## src/rtl/counter_pkg.sv

```systemverilog
// Shared types for the parametrised counter primitive: direction and boundary-mode encodings.
package counter_pkg;

    typedef enum logic {
        CNT_WRAP = 1'b0,
        CNT_SAT  = 1'b1
    } cnt_mode_e;

    typedef enum logic {
        DIR_DOWN = 1'b0,
        DIR_UP   = 1'b1
    } cnt_dir_e;

endpackage : counter_pkg

```

## src/rtl/tick_prescaler.sv

```systemverilog
// Clock-enable prescaler: emits one tick every PRESCALE enabled cycles.
module tick_prescaler #(
    parameter int unsigned PRESCALE = 1
) (
    input  logic clk,
    input  logic rst_n,
    input  logic en,
    input  logic sync_rst,
    output logic tick
);

    if (PRESCALE <= 1) begin : g_passthru
        // No divider state needed; clock/reset/sync_rst are intentionally unused here.
        logic unused_ok;
        assign unused_ok = ^{clk, rst_n, sync_rst};
        assign tick      = en;
    end else begin : g_div
        localparam int unsigned PW = $clog2(PRESCALE);
        localparam logic [PW-1:0] LAST = PW'(PRESCALE - 1);

        logic [PW-1:0] pre_q;
        logic [PW-1:0] pre_d;

        assign tick = en && (pre_q == LAST);

        always_comb begin
            pre_d = pre_q;
            if (sync_rst) begin
                pre_d = '0;
            end else if (en) begin
                pre_d = tick ? '0 : pre_q + PW'(1);
            end
        end

        always_ff @(posedge clk or negedge rst_n) begin
            if (!rst_n) begin
                pre_q <= '0;
            end else begin
                pre_q <= pre_d;
            end
        end
    end

endmodule : tick_prescaler

```

## src/rtl/param_counter.sv

```systemverilog
// General-purpose up/down counter with programmable terminal value, wrap/saturate,
// clear/load, prescaled stepping, terminal-count pulse and sticky boundary flag.
module param_counter
    import counter_pkg::*;
#(
    parameter int unsigned WIDTH     = 8,
    parameter int unsigned PRESCALE  = 1,
    parameter int unsigned RESET_VAL = 0
) (
    input  logic             clk,
    input  logic             rst_n,
    input  logic             en,
    input  logic             clr,
    input  logic             load,
    input  logic [WIDTH-1:0] load_val,
    input  logic             dir,
    input  logic             mode,
    input  logic [WIDTH-1:0] max_val,
    output logic [WIDTH-1:0] count,
    output logic             tc,
    output logic             ovf
);

    if (WIDTH < 2) begin : g_chk_width
        $error("param_counter: WIDTH must be >= 2");
    end
    if (PRESCALE < 1) begin : g_chk_prescale
        $error("param_counter: PRESCALE must be >= 1");
    end
    if ((WIDTH < 64) && (64'(RESET_VAL) >= (64'd1 << WIDTH))) begin : g_chk_reset_val
        $error("param_counter: RESET_VAL does not fit in WIDTH bits");
    end

    logic             tick_c;
    logic             up_c;
    logic             sat_c;
    logic             hit_c;
    logic [WIDTH-1:0] stepped_c;

    logic [WIDTH-1:0] count_q, count_d;
    logic             tc_q, tc_d;
    logic             ovf_q, ovf_d;

    tick_prescaler #(
        .PRESCALE (PRESCALE)
    ) u_prescaler (
        .clk      (clk),
        .rst_n    (rst_n),
        .en       (en),
        .sync_rst (clr | load),
        .tick     (tick_c)
    );

    assign up_c  = (cnt_dir_e'(dir) == DIR_UP);
    assign sat_c = (cnt_mode_e'(mode) == CNT_SAT);

    // Up boundary uses >= so a loaded value above max_val still wraps/saturates.
    assign hit_c = up_c ? (count_q >= max_val) : (count_q == '0);

    always_comb begin
        stepped_c = count_q;
        if (up_c) begin
            if (hit_c) begin
                stepped_c = sat_c ? max_val : '0;
            end else begin
                stepped_c = count_q + WIDTH'(1);
            end
        end else begin
            if (hit_c) begin
                stepped_c = sat_c ? '0 : max_val;
            end else begin
                stepped_c = count_q - WIDTH'(1);
            end
        end
    end

    // Priority: clr > load > step; tc is a one-edge pulse.
    always_comb begin
        count_d = count_q;
        tc_d    = 1'b0;
        ovf_d   = ovf_q;
        if (clr) begin
            count_d = '0;
            ovf_d   = 1'b0;
        end else if (load) begin
            count_d = load_val;
        end else if (tick_c) begin
            count_d = stepped_c;
            tc_d    = hit_c;
            if (hit_c) begin
                ovf_d = 1'b1;
            end
        end
    end

    always_ff @(posedge clk or negedge rst_n) begin
        if (!rst_n) begin
            count_q <= WIDTH'(RESET_VAL);
            tc_q    <= 1'b0;
            ovf_q   <= 1'b0;
        end else begin
            count_q <= count_d;
            tc_q    <= tc_d;
            ovf_q   <= ovf_d;
        end
    end

    assign count = count_q;
    assign tc    = tc_q;
    assign ovf   = ovf_q;

endmodule : param_counter

```

## config.mk

```make
export PLATFORM = sky130hd
export DESIGN_NAME = param_counter
export DESIGN_NICKNAME = d
export VERILOG_FILES = /design/src/rtl/counter_pkg.sv /design/src/rtl/tick_prescaler.sv /design/src/rtl/param_counter.sv
export SDC_FILE = /design/constraint.sdc
export NUM_CORES = 1
export LEC_CHECK = 0
export CORE_MARGIN = 2
export CORE_UTILIZATION = 37
export DETAILED_ROUTE_END_ITERATION = 6
export MAX_ROUTING_LAYER = met4
export PLACE_DENSITY = 0.63
export SYNTH_ARGS = -nofsm -noshare
export SYNTH_HDL_FRONTEND = slang
export SYNTH_HIERARCHICAL = 1
export SYNTH_SLANG_ARGS = --single-unit
```

## constraint.sdc

```tcl
create_clock -name clk -period 2.91 [get_ports clk]
set_input_delay 0.4365 -clock clk [delete_from_list [all_inputs] [get_ports clk]]
set_output_delay 0.4365 -clock clk [all_outputs]
set_load 0.1 [all_outputs]
```

=== After elaboration in Yosys (flattened, before gate mapping) ===
Index checks and enable logic that the tools add are counted.

* Output and inout port bits: 10
* Input bits: 23
* Logic and storage cells: 28
* Bits in registers: 10

* Add/sub/neg operators: 2
* Reduce and logical (&&, ||, !) cells: 5
* Equal/unequal tests: 1
* Magnitude comparators: 1
* Mux-type cells: 16

{| class="wikitable"
|+ Operator list
! cell !! count
|-
| $mux 8 || 8
|-
| $add 8x1->8 const B || 1
|-
| $ge 8x8->1 || 1
|-
| $logic_not 8->1 || 1
|-
| $mux 1 || 8
|-
| $sub 8x1->8 const B || 1
|-
| $reduce_bool 2->1 || 2
|-
| $reduce_and 3->1 || 1
|-
| $reduce_bool 3->1 || 1
|-
| $ne 2x2->1 const B || 1
|}

=== Longest topological paths before layout ===
Gate-level depths: netlist of the first run.

* Depth after elaboration: 7
* Gate-level depth with buffers: 7
* Gate-level depth less buffers: 7

=== Hierarchy ===
Netlist of the first run, hierarchy kept.

{| class="wikitable"
|+ By module, submodules not included
! module !! area an instance (µm²) !! instances !! sequential area each (µm²) !! cells an instance
|-
| param_counter || 1,335.0 || 1 || 250.2 || 170
|-
| tick_prescaler || 7.5 || 1 || 0.0 || 1
|}

=== Least setup slack after synthesis of the first run ===
Ideal clock, no wire load.

* Path kind: reg2reg
* Start: register count_q[0], in the netlist count[0]
* End: register count_q[6], in the netlist count[6]
* Cell stages (with the launch flop): 8
* Period minus slack after synthesis: 2.818 ns
* Buffers on the path: 0
* Setup slack: 0.092 ns
* Library setup time: 0.104 ns
* Arrival: 2.713 ns
* Required time: 2.806 ns
* Cell sequence: dfrtp_1 inv_1 ha_1 nor3b_1 o21ai_1 o211ai_1 mux2_2 o311ai_1

* Longest elaborated chain between the ends: 7
* Elaborated cells on any way between the ends: 11
* Those cells by class: add/sub: 2; order compare: 1; mux: 7; reduce/logical: 1

{| class="wikitable"
|+ Ends and longest elaborated chain
! item !! line !! RTL
|-
| from (decl) || param_counter.sv:40 || <nowiki>logic [WIDTH-1:0] count_q, count_d;</nowiki>
|-
| from (signal assigned) || param_counter.sv:98 || <nowiki>count_q <= WIDTH'(RESET_VAL);</nowiki>
|-
| from (signal assigned) || param_counter.sv:102 || <nowiki>count_q <= count_d;</nowiki>
|-
| $ge 8x8->1 / $logic_not 8->1 (equally long branches) || param_counter.sv:58 || <nowiki>assign hit_c = up_c ? (count_q >= max_val) : (count_q == '0);</nowiki>
|-
| $mux 1 || param_counter.sv:58 ||
|-
| $mux 8, on equally long branches || param_counter.sv:69, param_counter.sv:63 ||
|-
| $mux 8 (*) || param_counter.sv:62 || <nowiki>if (up_c) begin</nowiki>
|-
| $mux 8 (*) || param_counter.sv:87 || <nowiki>end else if (tick_c) begin</nowiki>
|-
| $mux 8 (*) || param_counter.sv:85 || <nowiki>end else if (load) begin</nowiki>
|-
| $mux 8 (*) || param_counter.sv:82 || <nowiki>if (clr) begin</nowiki>
|}

Mark *: on every way between the ends. The rest lies on a longest branch, timed or not. The select of a mux whose other input is x is not followed.
A chain may end at the register's enable or synchronous reset.

=== Worst setup path after layout of the first run ===
* Start: input max_val[3]
* End: register count_q[0], in the netlist count[0]

* Longest elaborated chain between the ends: 7
* Elaborated cells on any way between the ends: 8
* Those cells by class: order compare: 1; mux: 7

{| class="wikitable"
|+ Ends and longest elaborated chain
! item !! line !! RTL
|-
| from (decl) || param_counter.sv:18 || <nowiki>input logic [WIDTH-1:0] max_val,</nowiki>
|-
| $ge 8x8->1 (*) || param_counter.sv:58 ||
|-
| $mux 1 (*) || param_counter.sv:58 ||
|-
| $mux 8, on equally long branches || param_counter.sv:69, param_counter.sv:63 ||
|-
| $mux 8 (*) || param_counter.sv:62 ||
|-
| $mux 8 (*) || param_counter.sv:87 ||
|-
| $mux 8 (*) || param_counter.sv:85 ||
|-
| $mux 8 (*) || param_counter.sv:82 ||
|}

Marked as above.

==> flow_summary.toml, run 1 <==
[run_status]
status = "finished, final reports clean"

[drt]
vias = 1450
drc_errors = 0
postRouteAntennaNets = 0
drt_iter0_markers = 91
drt_pass1_iterations = 4
viasPerCell = 5.823
wirelength_um = 4019
post_drt_wl_per_cell_um = 16.14

[timing]
finalHoldViolCount = 0
period_minus_slack_ns = 2.522
worstMarginPinSlew_ns = 0.5584
fin_setup_tns_ns = 0
slew_headroom_pct = 62.53
finalCritPeriodShare_pct = 86.66
grt_setup_unrepaired = "no"
fmaxAchievable_ghz = 0.3965
holdWs_ns = 0.5046
finalSetupViolations = 0
finalMaxSlewViolations = 0
worst_clock_skew_ns = 0.005053

[synth]
avgSynthCellArea_um2 = 7.875
synth_fp_nets = 204
netlist_area_um2 = 1339
yosysWarnings = 6
syn_inst = 170

[final_layout]
final_nets = 238
syn2layout_area_growth_pct = 28.97
antenna_cells = 0
drive_gt1_share_pct = 15.76
layoutNonFillerInstCount = 249
post-route-util_pct = 50.55
fill_cells = 361

[floorplanning]
die_area_um2 = 4115
coreArea_um2 = 3416
die_height_um = 64.15
fp.dieW_um = 64.15
ios = 33
initial_core_util_pct = 39.19
rows = 21

[placement]
gp_congestion = 0.9168
port-buffer-count = 32
dpl.hpwl_um = 3056
dp_cells = 245

[worst_hold_path]
hold_class = "in -> async"

[clocking]
cts.sinks = 10
ctsResizeCount = 0
ctsHoldBuffers = 0
post_cts_buffers = 0
h-tree-depth = 1
numCtsBuffers = 3
cts.clk_slew.worst_paths_ns = 0.08
cts_tree = "built"
insertion_delay_ns = 0.28
clockBufferDepth = 2
cts-root-buf = "clkbuf_4"

[setup_path]
cp_max_fo = 8
required_ns = 3.09
reg2regPathDepth = 8
criticalPathCategory = "in -> reg"
r2r_slack_ns = 0.48
r2r_start = "count[0]"
worstPathArrival_ns = 2.70
crit_path_end_kind = "register"
worstReg2RegEnd = "count[0]"
start_kind = "input port"

[global_routing]
grt_pass1_wl_um = 6699
track_usage_pct = 21.22
antenna_found_initial = 0
grt_pass1_vias = 1388
grt_max_degree = 17
gr-total-overflow = 0

[power]
p_per_area_nw_per_um2 = 371.8
total_power_uw = 641.9
vdd_drop_max_uv = 227.4
power_leakage_uw = 0.0007531

[run]
maxCapViolCount = 0
[flip-flops by register name (all words and copies together) (netlist names)]
name   cells
tc         1
count      8
ovf        1
[worst max path at each step]
stage          startpoint       end  slack (ns)  cells past startpoint
6_report       max_val[3]  count[0]        0.39                      9
5_1_grt        max_val[3]  count[0]        0.19                      9
4_1_cts        max_val[3]  count[0]        0.40                      9
3_5_place_dp   max_val[3]  count[0]        0.14                      9
3_3_place_gp   max_val[3]  count[6]        0.19                      8
2_1_floorplan    count[0]  count[6]        0.09                      7
[placed cells by master (no fill, tap or decap), types with 6 or more instances in the layout]
cell              n
clkdlybuf4s50_1  22
nand2_1          10
o21ai_0           6
inv_1            13
nor2_1            9
dfrtp_1          10
buf_4            19
a21oi_1          11
nand3_1           7
xor2_1            6
ha_1             11
[critical path, stage by stage]
cell and delay, ns:
clkdlybuf4s50_1 0.50, inv_1 0.05, ha_1 0.30, a211oi_1 0.23
o21ai_1 0.26, o211ai_1 0.41, buf_4 0.20, nand3_1 0.08
a221oi_1 0.24
[area by class of cell]
cell class	count	area, µm²	share of cell area (%)
timing repair buffer	41	362.8	21.01
sequential	10	250.2	14.49
multi-input combinational	135	970.9	56.23
clock buffer	4	36.28	2.101
tap	46	57.56	3.333
inverter	13	48.80	2.826
[through the flow]
| stage | instance area, µm² | worst slack (ns) |
|---|---|---|
| 2_1_floorplan | 1339 | 0.09250 |
| 3_3_place_gp | 1690 | 0.1892 |
| 3_5_place_dp | 1690 | 0.1383 |
| 4_1_cts | 1727 | 0.3951 |
| 5_1_grt | 1727 | 0.1934 |
| 6_report | 1727 | 0.3881 |
[power by group]
group	switching (µW)	total, µW	leakage (µW)	internal (µW)
registers	20.5	169	0.000133	149
clock network	61.3	138	0.0000210	76.2
logic	207	335	0.000599	128
[routing by layer]
metal	global-route usage, %	vias up	routed length (µm)
met3	2.465	5	274
li1	-	705	-
met5	-	-	0
met2	30.34	53	1762
met4	5.319	0	38
met1	31.67	687	1943
Power figures use the tool's default switching activity.
==> run 2, diff against run 1 <==
--- a/config.mk
+++ b/config.mk
@@ -7,6 +7,7 @@
 export LEC_CHECK = 0
 export CORE_MARGIN = 2
 export CORE_UTILIZATION = 37
+export CTS_CLUSTER_DIAMETER = 60
 export DETAILED_ROUTE_END_ITERATION = 6
 export MAX_ROUTING_LAYER = met4
 export PLACE_DENSITY = 0.63
==> results of run 2 <==
Same layout as run 1: the final DEF is identical, and so are final timing and power.
==> run 3, diff against run 2 <==
--- a/config.mk
+++ b/config.mk
@@ -5,7 +5,6 @@
 export SDC_FILE = /design/constraint.sdc
 export NUM_CORES = 1
 export LEC_CHECK = 0
-export CORE_MARGIN = 2
 export CORE_UTILIZATION = 37
 export CTS_CLUSTER_DIAMETER = 60
 export DETAILED_ROUTE_END_ITERATION = 6
==> constraint.sdc (replaced) <==
create_clock -name clk -period 2.91 [get_ports clk]
set_input_delay 0.582 -clock clk [delete_from_list [all_inputs] [get_ports clk]]
set_output_delay 0.582 -clock clk [all_outputs]
set_load 0.1 [all_outputs]
==> flow_summary.toml, run 3 (synthesis results as in run 1) <==
[global_routing]
grt_max_degree = 16
gr-total-overflow = 0
track_usage_pct = 23.56
grt_pass1_vias = 1460
antenna_found_initial = 0
grt_pass1_wl_um = 7051

[drt]
post_drt_wl_per_cell_um = 17.01
viasPerCell = 5.892
drt_iter0_markers = 55
drt_pass1_iterations = 4
wirelength_um = 4252
postRouteAntennaNets = 0
drc_errors = 0
vias = 1473

[power]
p_per_area_nw_per_um2 = 372.8
vdd_drop_max_uv = 132.3
power_leakage_uw = 0.0007574
total_power_uw = 646.6

[final_layout]
seq_area_um2 = 250.2
layoutNonFillerInstCount = 250
fill_cells = 344
syn2layout_area_growth_pct = 29.53
multi_input_area_um2 = 970.9
final_nets = 239
final_common_cell = "clkdlybuf4s50_1"
antenna_cells = 0
largest_reg_flops = 8
drive_gt1_share_pct = 16.18
final_cell_mix = "clkdlybuf4s50_1, buf_4, inv_1"

[timing]
fin_setup_tns_ns = 0
worstMarginPinSlew_ns = 0.5434
fmaxAchievable_ghz = 0.3898
worst_clock_skew_ns = 0.003580
grt_setup_unrepaired = "no"
period_minus_slack_ns = 2.565
finalCritPeriodShare_pct = 88.16
finalSetupViolations = 0
finalHoldViolCount = 0
finalMaxSlewViolations = 0
slew_headroom_pct = 63.66

[floorplanning]
rows = 21
ios = 33
die_height_um = 62.15
coreArea_um2 = 3390
die_area_um2 = 3863
initial_core_util_pct = 39.50
fp.dieW_um = 62.15

[clocking]
cts.clk_slew.worst_paths_ns = 0.09
h-tree-depth = 1
clockBufferDepth = 2
numCtsBuffers = 3
insertion_delay_ns = 0.28
cts_tree = "built"
ctsHoldBuffers = 0
cts.sinks = 10
post_cts_buffers = 0
ctsResizeCount = 0
cts-root-buf = "clkbuf_4"

[setup_path]
start_kind = "input port"
slowest_stage = "clkdlybuf4s50_1"
required_ns = 3.09
crit_chain = "clkdlybuf4s50_1, inv_1, ha_1, a211oi_1, o21ai_1, a21oi_1, mux2_2, o311ai_1"
criticalPathCategory = "in -> reg"
worstPathArrival_ns = 2.75
slowest_delay_ns = 0.50
cp_max_fo = 8
crit_path_end_kind = "register"

[placement]
dp_cells = 246
dpl.hpwl_um = 3210
gp_congestion = 0.9517
port-buffer-count = 32

[run]
maxCapViolCount = 0

[worst_hold_path]
hold_class = "reg -> reg"

[run_status]
status = "finished, final reports clean"
## run 3: worst max-delay path, delay by kind of cell
family / cells / cell delay, ns
mux: 1 / 0.36
buf+inv: 2 / 0.56
compound gates: 4 / 0.94
fa+ha+maj: 1 / 0.30
## run 3: routing by layer
metal  share of wire (%)  track usage (%)
met1                  42            30.77
met2                  48            37.91
met3                 8.7            3.125
met4                 1.5            6.977
met5                   0                -
## run 3: layout make-up
type,instances,share of cell area [%]
multi-input cells,135,55.99
repair buffers,42,21.36
flip-flops and latches,10,14.43
well taps,46,3.319
inverters,13,2.814
clock buffers,4,2.092
## run 3: worst paths after layout
path / start / end / slack, ns / cells past startpoint
min in group asynchronous: rst_n / count[7] / 0.65 / 1
min: ovf / ovf / 0.55 / 2
min reg2reg: ovf / ovf / 0.55 / 2
max reg2reg: count[0] / count[6] / 0.55 / 7
max: max_val[3] / count[6] / 0.34 / 8
max in group asynchronous: rst_n / count[1] / 1.90 / 1
## run 3: power breakdown
part           switching, µW  total (µW)  internal (µW)  leakage (µW)
combinational            209         338            129      0.000603
sequential              21.6         170            149      0.000133
clock                   62.6         139           76.0     0.0000210
## run 3: per-stage QoR
step	setup slack [ns]	utilization, %	hold WS [ns]	area, µm²
finish	0.3446	51.16	0.5531	1734
global route	0.1536	51.16	0.5787	1734
CTS	0.3464	51.16	0.5560	1734
detailed placement	0.06745	50.09	0.5456	1698
global placement	0.1151	50.09	0.5553	1698
floorplan	0.09250	-	0.2864	1339
